File: src/rtl/prog_loader_arb_pkg.sv
// Shared types and constants for the program loader / memory write arbiter.
package prog_loader_arb_pkg;

  typedef enum logic [1:0] {
    ST_RUN    = 2'd0,
    ST_LOAD   = 2'd1,
    ST_WRITE  = 2'd2,
    ST_FINISH = 2'd3
  } state_e;

  localparam int DEFAULT_ADDR_W = 14;

  localparam int         BYTE_W    = 8;
  localparam int         LANES     = 4;
  localparam int         WORD_W    = BYTE_W * LANES;
  localparam logic [1:0] LAST_LANE = 2'd3;

endpackage

File: src/rtl/prog_loader_arb_if.sv
// Loader byte stream, CPU data-memory port and arbitrated memory port.
interface prog_loader_arb_if
  import prog_loader_arb_pkg::*;
#(
  parameter int ADDR_W = DEFAULT_ADDR_W
);
  logic                rx_valid;
  logic [BYTE_W-1:0]   rx_data;
  logic                rx_last;
  logic                rx_ready;

  logic                cpu_mem_we;
  logic [31:0]         cpu_mem_addr;
  logic [WORD_W-1:0]   cpu_mem_wdata;

  logic                mem_we;
  logic [ADDR_W-1:0]   mem_addr;
  logic [WORD_W-1:0]   mem_wdata;

  modport slave (
    input  rx_valid, rx_data, rx_last, cpu_mem_we, cpu_mem_addr, cpu_mem_wdata,
    output rx_ready, mem_we, mem_addr, mem_wdata
  );

  modport master (
    output rx_valid, rx_data, rx_last, cpu_mem_we, cpu_mem_addr, cpu_mem_wdata,
    input  rx_ready, mem_we, mem_addr, mem_wdata
  );
endinterface

File: src/rtl/prog_loader_arb_word_assembler.sv
// Packs loader bytes little-endian into a 32-bit word; lanes not yet written stay zero.
module word_assembler
  import prog_loader_arb_pkg::*;
(
  input  logic              clk,
  input  logic              rst,
  input  logic              clear_i,
  input  logic              accept_i,
  input  logic [BYTE_W-1:0] byte_i,
  output logic [1:0]        byte_idx_o,
  output logic [WORD_W-1:0] word_o
);

  logic [1:0] idx_q;

  always_ff @(posedge clk or posedge rst) begin
    if (rst) begin
      idx_q <= '0;
    end else if (clear_i) begin
      idx_q <= '0;
    end else if (accept_i) begin
      idx_q <= idx_q + 2'd1;
    end
  end

  genvar gi;
  generate
    for (gi = 0; gi < LANES; gi++) begin : g_lane
      logic [BYTE_W-1:0] lane_q;

      always_ff @(posedge clk or posedge rst) begin
        if (rst) begin
          lane_q <= '0;
        end else if (clear_i) begin
          lane_q <= '0;
        end else if (accept_i && (idx_q == 2'(gi))) begin
          lane_q <= byte_i;
        end
      end

      assign word_o[gi*BYTE_W +: BYTE_W] = lane_q;
    end
  endgenerate

  assign byte_idx_o = idx_q;

endmodule

File: src/rtl/prog_loader_arb.sv
// Serial program loader that holds the CPU in reset and owns the data-memory
// write port while an image streams in; otherwise the CPU port passes straight through.
module prog_loader_arb
  import prog_loader_arb_pkg::*;
#(
  parameter int ADDR_W    = DEFAULT_ADDR_W,
  parameter int MAX_WORDS = 2**ADDR_W
) (
  input  logic              cpu_clk,
  input  logic              reset,
  input  logic              load_req,
  prog_loader_arb_if.slave  bus,
  output logic              cpu_hold,
  output logic              load_done,
  output logic [ADDR_W:0]   word_count,
  output logic              err_overflow
);

  localparam logic [ADDR_W-1:0] ADDR_LAST = ADDR_W'(MAX_WORDS - 1);
  localparam logic [ADDR_W:0]   MAX_WC    = (ADDR_W + 1)'(MAX_WORDS);

  state_e            state_q, state_d;
  logic              load_req_q;
  logic [ADDR_W-1:0] addr_q, addr_d;
  logic [ADDR_W:0]   wc_q, wc_d;
  logic              err_q, err_d;
  logic              final_q, final_d;

  logic              load_rise;
  logic              accept;
  logic              asm_clear;
  logic [1:0]        byte_idx;
  logic [WORD_W-1:0] asm_word;
  logic [ADDR_W:0]   wc_inc;

  logic              rx_ready_c;
  logic              mem_we_c;
  logic [ADDR_W-1:0] mem_addr_c;
  logic [WORD_W-1:0] mem_wdata_c;

  // Byte-offset and out-of-range address bits are deliberately ignored.
  logic unused_addr_bits;
  assign unused_addr_bits = ^{bus.cpu_mem_addr[31:ADDR_W+2], bus.cpu_mem_addr[1:0]};

  assign load_rise = load_req & ~load_req_q;
  assign accept    = (state_q == ST_LOAD) & bus.rx_valid;
  assign wc_inc    = wc_q + (ADDR_W + 1)'(1);

  word_assembler u_word_assembler (
    .clk        (cpu_clk),
    .rst        (reset),
    .clear_i    (asm_clear),
    .accept_i   (accept),
    .byte_i     (bus.rx_data),
    .byte_idx_o (byte_idx),
    .word_o     (asm_word)
  );

  always_ff @(posedge cpu_clk or posedge reset) begin
    if (reset) begin
      state_q    <= ST_RUN;
      load_req_q <= 1'b0;
      addr_q     <= '0;
      wc_q       <= '0;
      err_q      <= 1'b0;
      final_q    <= 1'b0;
    end else begin
      state_q    <= state_d;
      load_req_q <= load_req;
      addr_q     <= addr_d;
      wc_q       <= wc_d;
      err_q      <= err_d;
      final_q    <= final_d;
    end
  end

  always_comb begin
    state_d     = state_q;
    addr_d      = addr_q;
    wc_d        = wc_q;
    err_d       = err_q;
    final_d     = final_q;
    asm_clear   = 1'b0;
    rx_ready_c  = 1'b0;
    mem_we_c    = 1'b0;
    mem_addr_c  = addr_q;
    mem_wdata_c = asm_word;
    load_done   = 1'b0;
    cpu_hold    = 1'b1;

    case (state_q)
      ST_RUN: begin
        cpu_hold    = 1'b0;
        mem_we_c    = bus.cpu_mem_we;
        mem_addr_c  = bus.cpu_mem_addr[ADDR_W+1:2];
        mem_wdata_c = bus.cpu_mem_wdata;
        if (load_rise) begin
          state_d   = ST_LOAD;
          addr_d    = '0;
          wc_d      = '0;
          err_d     = 1'b0;
          final_d   = 1'b0;
          asm_clear = 1'b1;
        end
      end

      ST_LOAD: begin
        rx_ready_c = 1'b1;
        if (accept) begin
          if ((byte_idx == LAST_LANE) || bus.rx_last) begin
            state_d = ST_WRITE;
          end
          if (bus.rx_last) begin
            final_d = 1'b1;
          end
        end
      end

      ST_WRITE: begin
        mem_we_c  = 1'b1;
        wc_d      = wc_inc;
        asm_clear = 1'b1;
        // Saturate so the final permitted word never wraps back to address 0.
        if (addr_q != ADDR_LAST) begin
          addr_d = addr_q + ADDR_W'(1);
        end
        if (final_q || (wc_inc == MAX_WC)) begin
          state_d = ST_FINISH;
        end else begin
          state_d = ST_LOAD;
        end
        if (!final_q && (wc_inc == MAX_WC)) begin
          err_d = 1'b1;
        end
      end

      ST_FINISH: begin
        load_done = 1'b1;
        state_d   = ST_RUN;
      end

      default: begin
        state_d = ST_RUN;
      end
    endcase
  end

  assign bus.rx_ready  = rx_ready_c;
  assign bus.mem_we    = mem_we_c;
  assign bus.mem_addr  = mem_addr_c;
  assign bus.mem_wdata = mem_wdata_c;

  assign word_count    = wc_q;
  assign err_overflow  = err_q;

endmodule

File: src/flat_wrapper.sv
// flat-port wrapper written by rule: the top's interface ports become plain ports
module prog_loader_arb_flat import prog_loader_arb_pkg::*;
#(
  parameter int ADDR_W    = DEFAULT_ADDR_W,
  parameter int MAX_WORDS = 2**ADDR_W
)
  (cpu_clk, reset, load_req, cpu_hold, load_done, word_count, err_overflow, bus_rx_valid, bus_rx_data, bus_rx_last, bus_cpu_mem_we, bus_cpu_mem_addr, bus_cpu_mem_wdata, bus_rx_ready, bus_mem_we, bus_mem_addr, bus_mem_wdata);
  prog_loader_arb_if #(.ADDR_W(ADDR_W)) bus_i ();
  input  logic cpu_clk;
  input  logic reset;
  input  logic load_req;
  output logic cpu_hold;
  output logic load_done;
  output logic [ADDR_W:0] word_count;
  output logic err_overflow;
  input wire logic [$bits(bus_i.rx_valid)-1:0] bus_rx_valid;
  input wire logic [$bits(bus_i.rx_data)-1:0] bus_rx_data;
  input wire logic [$bits(bus_i.rx_last)-1:0] bus_rx_last;
  input wire logic [$bits(bus_i.cpu_mem_we)-1:0] bus_cpu_mem_we;
  input wire logic [$bits(bus_i.cpu_mem_addr)-1:0] bus_cpu_mem_addr;
  input wire logic [$bits(bus_i.cpu_mem_wdata)-1:0] bus_cpu_mem_wdata;
  output wire logic [$bits(bus_i.rx_ready)-1:0] bus_rx_ready;
  output wire logic [$bits(bus_i.mem_we)-1:0] bus_mem_we;
  output wire logic [$bits(bus_i.mem_addr)-1:0] bus_mem_addr;
  output wire logic [$bits(bus_i.mem_wdata)-1:0] bus_mem_wdata;
  assign bus_i.rx_valid = bus_rx_valid;
  assign bus_i.rx_data = bus_rx_data;
  assign bus_i.rx_last = bus_rx_last;
  assign bus_i.cpu_mem_we = bus_cpu_mem_we;
  assign bus_i.cpu_mem_addr = bus_cpu_mem_addr;
  assign bus_i.cpu_mem_wdata = bus_cpu_mem_wdata;
  assign bus_rx_ready = bus_i.rx_ready;
  assign bus_mem_we = bus_i.mem_we;
  assign bus_mem_addr = bus_i.mem_addr;
  assign bus_mem_wdata = bus_i.mem_wdata;
  prog_loader_arb #(.ADDR_W(ADDR_W), .MAX_WORDS(MAX_WORDS)) u_core (.cpu_clk(cpu_clk), .reset(reset), .load_req(load_req), .bus(bus_i), .cpu_hold(cpu_hold), .load_done(load_done), .word_count(word_count), .err_overflow(err_overflow));
endmodule
File: config.mk
export PLATFORM = sky130hd
export DESIGN_NAME = prog_loader_arb_flat
export DESIGN_NICKNAME = d
export VERILOG_FILES = /design/src/rtl/prog_loader_arb_pkg.sv /design/src/rtl/prog_loader_arb_if.sv /design/src/rtl/prog_loader_arb_word_assembler.sv /design/src/rtl/prog_loader_arb.sv /design/src/flat_wrapper.sv
export SDC_FILE = /design/constraint.sdc
export NUM_CORES = 1
export LEC_CHECK = 0
export CAP_MARGIN = 20
export CORE_MARGIN = 2
export CORE_UTILIZATION = 40
export CTS_CLUSTER_DIAMETER = 120
export DETAILED_ROUTE_END_ITERATION = 7
export PLACE_DENSITY_LB_ADDON = 0.05
export REMOVE_ABC_BUFFERS = 1
export SETUP_SLACK_MARGIN = 0.15
export SLEW_MARGIN = 5
export SYNTH_ARGS = -nofsm -noshare
export SYNTH_HDL_FRONTEND = slang
export SYNTH_SLANG_ARGS = --single-unit
File: constraint.sdc
create_clock -name cpu_clk -period 4.7 [get_ports cpu_clk]
set_clock_uncertainty 0.1 [all_clocks]
set_input_delay 1.175 -clock cpu_clk [delete_from_list [all_inputs] [get_ports cpu_clk]]
set_output_delay 1.175 -clock cpu_clk [all_outputs]
set_load 0.005 [all_outputs]
==> results_dict.tcl <==
set metrics [dict create \
    power.total_uw 2740 \
    synth.avg_cell_area_um2 10.4 \
    synth-seq-cells 68 \
    coreArea_um2 9640 \
    synth_compound_area_share_pct 9.28 \
    critPathKind "flop to output port" \
    clock_sinks 68 \
    synth_top_family_by_area "multiplexers" \
    fmax_mhz 262 \
    h-tree-depth 3 \
    fin_crit_ns 3.81 \
    tightest_slew_ns 0.989 \
    cp_data_required_time_ns 3.42 \
    setup_violations 0 \
    cts-root-buf "clkbuf_8" \
    hpwl_um 6890 \
    startpoint "u_core.state_q[0]" \
    wl_per_cell_um 15.1 \
    powerDensity_nw_per_um2 499 \
    cts_hold_buf 0 \
    cp_max_fo 26 \
    grt_setup_unrepaired "no" \
    worst_ir_drop_vdd_v 0.000239 \
    rows 36 \
    die-width_um 103 \
    clock_latency_ns 0.34 \
    cp-start-kind "flop" \
    muxShareOfSynthArea_pct 22.7 \
    finalHoldViolCount 0 \
    status "complete, no violations" \
    yosysSeqAreaShare_pct 43.5 \
    grt_pass1_wl_um 15100 \
    cts-buffers-inserted 9 \
    grt_pass1_vias 3038 \
    cts_tree "yes" \
    cts_buffer_depth 2 \
    drt-pass1-iter-count 5 \
    leakage_uw 0.00222 \
    r2r_cells 5 \
    synth-simple-area-share_pct 16.4 \
    cts_setup_buffers 0 \
    ant_nets 0 \
    cp-end-kind "output port" \
    slew-limit-headroom_pct 33.8 \
    die-area_um2 10600 \
    clkSlewWorstSetupHoldPaths_ns 0.08 \
    drv_cap 0 \
    drc 0 \
    antenna_cells 0 \
    grt_overflow_total 0 \
    hold_end "u_core.err_overflow" \
    globalplace.congestion 0.796 \
    final_max_slew_viol_count 0 \
    cp.arrival_ns 2.54 \
    finalWirelength_um 9610 \
    synthXorXnorAreaFrac_pct 2.91 \
    drtIter0Drc 88 \
    io_buffers 125 \
    final_nets 582 \
    ctsResizeCount 0 \
    r2r-start "u_core.state_q[0]" \
    synth_fa_ha_area_share_pct 1.92 \
    whs_path_depth 1 \
    r2r_slack_ns 2.28 \
    area_delta_synth_final_pct 40.4 \
    io_pins 144 \
    drive_above_1_share_pct 20.9 \
    start_util_pct 40.6 \
    hold_path_class "flop to flop" \
    yosys_warnings 0 \
    die_y_um 103 \
    tns_ns 0 \
    netlist_instances 377 \
    period_share_pct 81.1 \
    synth_area_um2 3910 \
    grt_max_degree 27 \
    grt_antenna_before_repair 0 \
    worstHoldStart "u_core.final_q" \
    synth_cell_types 45 \
    vias 3288 \
    routed_via_density 5.18 \
    grt_util_all_layers_pct 18.6 \
    timing.rr.end "u_core.addr_q[7]" \
]
per-layer routing:
metal,vias up,wire length [um],GRT usage (%)
li1,1594,-,-
met1,1597,4330,25.5
met2,87,4550,29.0
met3,10,616,4.47
met4,0,107,6.17
met5,-,0,0
worst max path at each step:
| stage | endpoint | slack (ns) | cells after the start |
|---|---|---|---|
| finish | bus_mem_wdata[30] | 0.89 | 4 |
| global route | bus_mem_wdata[14] | 0.72 | 4 |
| CTS | bus_mem_wdata[14] | 0.82 | 4 |
| detailed placement | u_core.addr_q[5] | 1.10 | 6 |
| global placement | bus_mem_addr[12] | 1.13 | 4 |
| floorplan | bus_mem_addr[0] | 0.48 | 2 |
worst max-delay path, stage by stage (launching register included):
cell and delay, ns:
dfrtp_1 0.52, nor2_4 0.60, buf_12 0.27, mux2_2 0.35, clkdlybuf4s50_1 0.46
flip-flops by register name, summed over array words and instances, names as in the netlist:
name and flops:
u_core.addr_q 14, u_core.err_overflow 1, u_core.final_q 1, u_core.load_req_q 1, u_core.state_q 2, u_core.u_word_assembler.byte_idx_o 2
u_core.u_word_assembler.g_lane.lane_q 32, u_core.word_count 15
metrics by stage:
stage | instances | util (%) | setup slack [ns] | area, um2 | hold WS [ns]
final | 635 | 57.0 | 0.888 | 5490 | 0.376
after global routing | 635 | 57.0 | 0.719 | 5490 | 0.413
after CTS | 635 | 57.0 | 0.824 | 5490 | 0.381
after detailed placement | 620 | 54.9 | 1.10 | 5290 | 0.379
after global placement | 620 | 54.9 | 1.13 | 5290 | 0.382
after floorplan | 358 | - | 0.485 | 3820 | 0.353
final cells by class:
type | count | area [um2]
clock buffers | 14 | 173
clock inverters | 1 | 30.0
fillers | 901 | 4150
inverters | 10 | 37.5
multi-input cells | 280 | 2090
flip-flops and latches | 68 | 1700
well taps | 133 | 166
repair buffers | 129 | 1290
cells by family (layout without fill, tap and decap cells):
family                   count (synthesis)  after routing
AND/OR/NAND/NOR                        121            121
multiplexers                            79             79
flip-flops                              68             68
AO/OA/AOI/OAI                           61             61
buffers and inverters                   29            154
XOR/XNOR                                13             13
adder cells (fa/ha/maj)                  6              6
cells in the mapped netlist, drive strengths merged:
cell / number / share of area [%]
nand2: 35 / 3.6
a21oi: 13 / 2.0
or4: 5 / 0.96
and4: 3 / 0.67
a2111oi: 1 / 0.22
mux2: 78 / 22
and3: 4 / 0.64
inv: 10 / 0.96
and2: 11 / 1.8
a31oi: 2 / 0.32
nand4: 11 / 1.9
xnor2: 8 / 1.8
a22o: 1 / 0.22
o22ai: 2 / 0.32
nor4b: 1 / 0.22
nand2b: 4 / 0.64
nor2: 21 / 2.0
o21ai: 32 / 4.2
ha: 6 / 1.9
or3: 3 / 0.48
nor2b: 1 / 0.16
mux2i: 1 / 0.26
nor3: 6 / 1.0
nor4: 3 / 0.48
dfrtp: 68 / 44
clkbuf: 11 / 1.1
a21o: 2 / 0.38
buf: 8 / 1.2
o31ai: 5 / 0.96
o211ai: 2 / 0.38
nand3: 11 / 1.4
and4b: 1 / 0.26
a41oi: 1 / 0.22
nor3b: 1 / 0.19
xor2: 5 / 1.1
power breakdown:
part           switching, uW  total, uW  leakage, uW  internal, uW
Sequential               127        882     0.000883           756
Combinational            503       1350      0.00123           851
Clock                    214        501     0.000103           287
cells in the final DEF (no fill, tap or decap), types with 2 or more instances in the layout:
cell type and instances:
a21o_1 2, a21oi_1 11, a31oi_1 2, and2_1 11, and3_1 4, and4_1 3
buf_4 3, clkbuf_1 2, clkbuf_8 12, clkdlybuf4s50_1 125, dfrtp_1 68, ha_1 6
inv_1 8, inv_2 2, mux2_1 2, mux2_2 76, nand2_1 32, nand2_2 3
nand2b_1 4, nand3_1 11, nand4_1 10, nor2_1 20, nor3_1 4, nor3_2 2
nor4_1 3, o211ai_1 2, o21ai_0 31, o22ai_1 2, o31ai_1 5, or3_1 3
or4_1 5, xnor2_1 8, xor2_1 5
(Power assumes the default switching activity.)
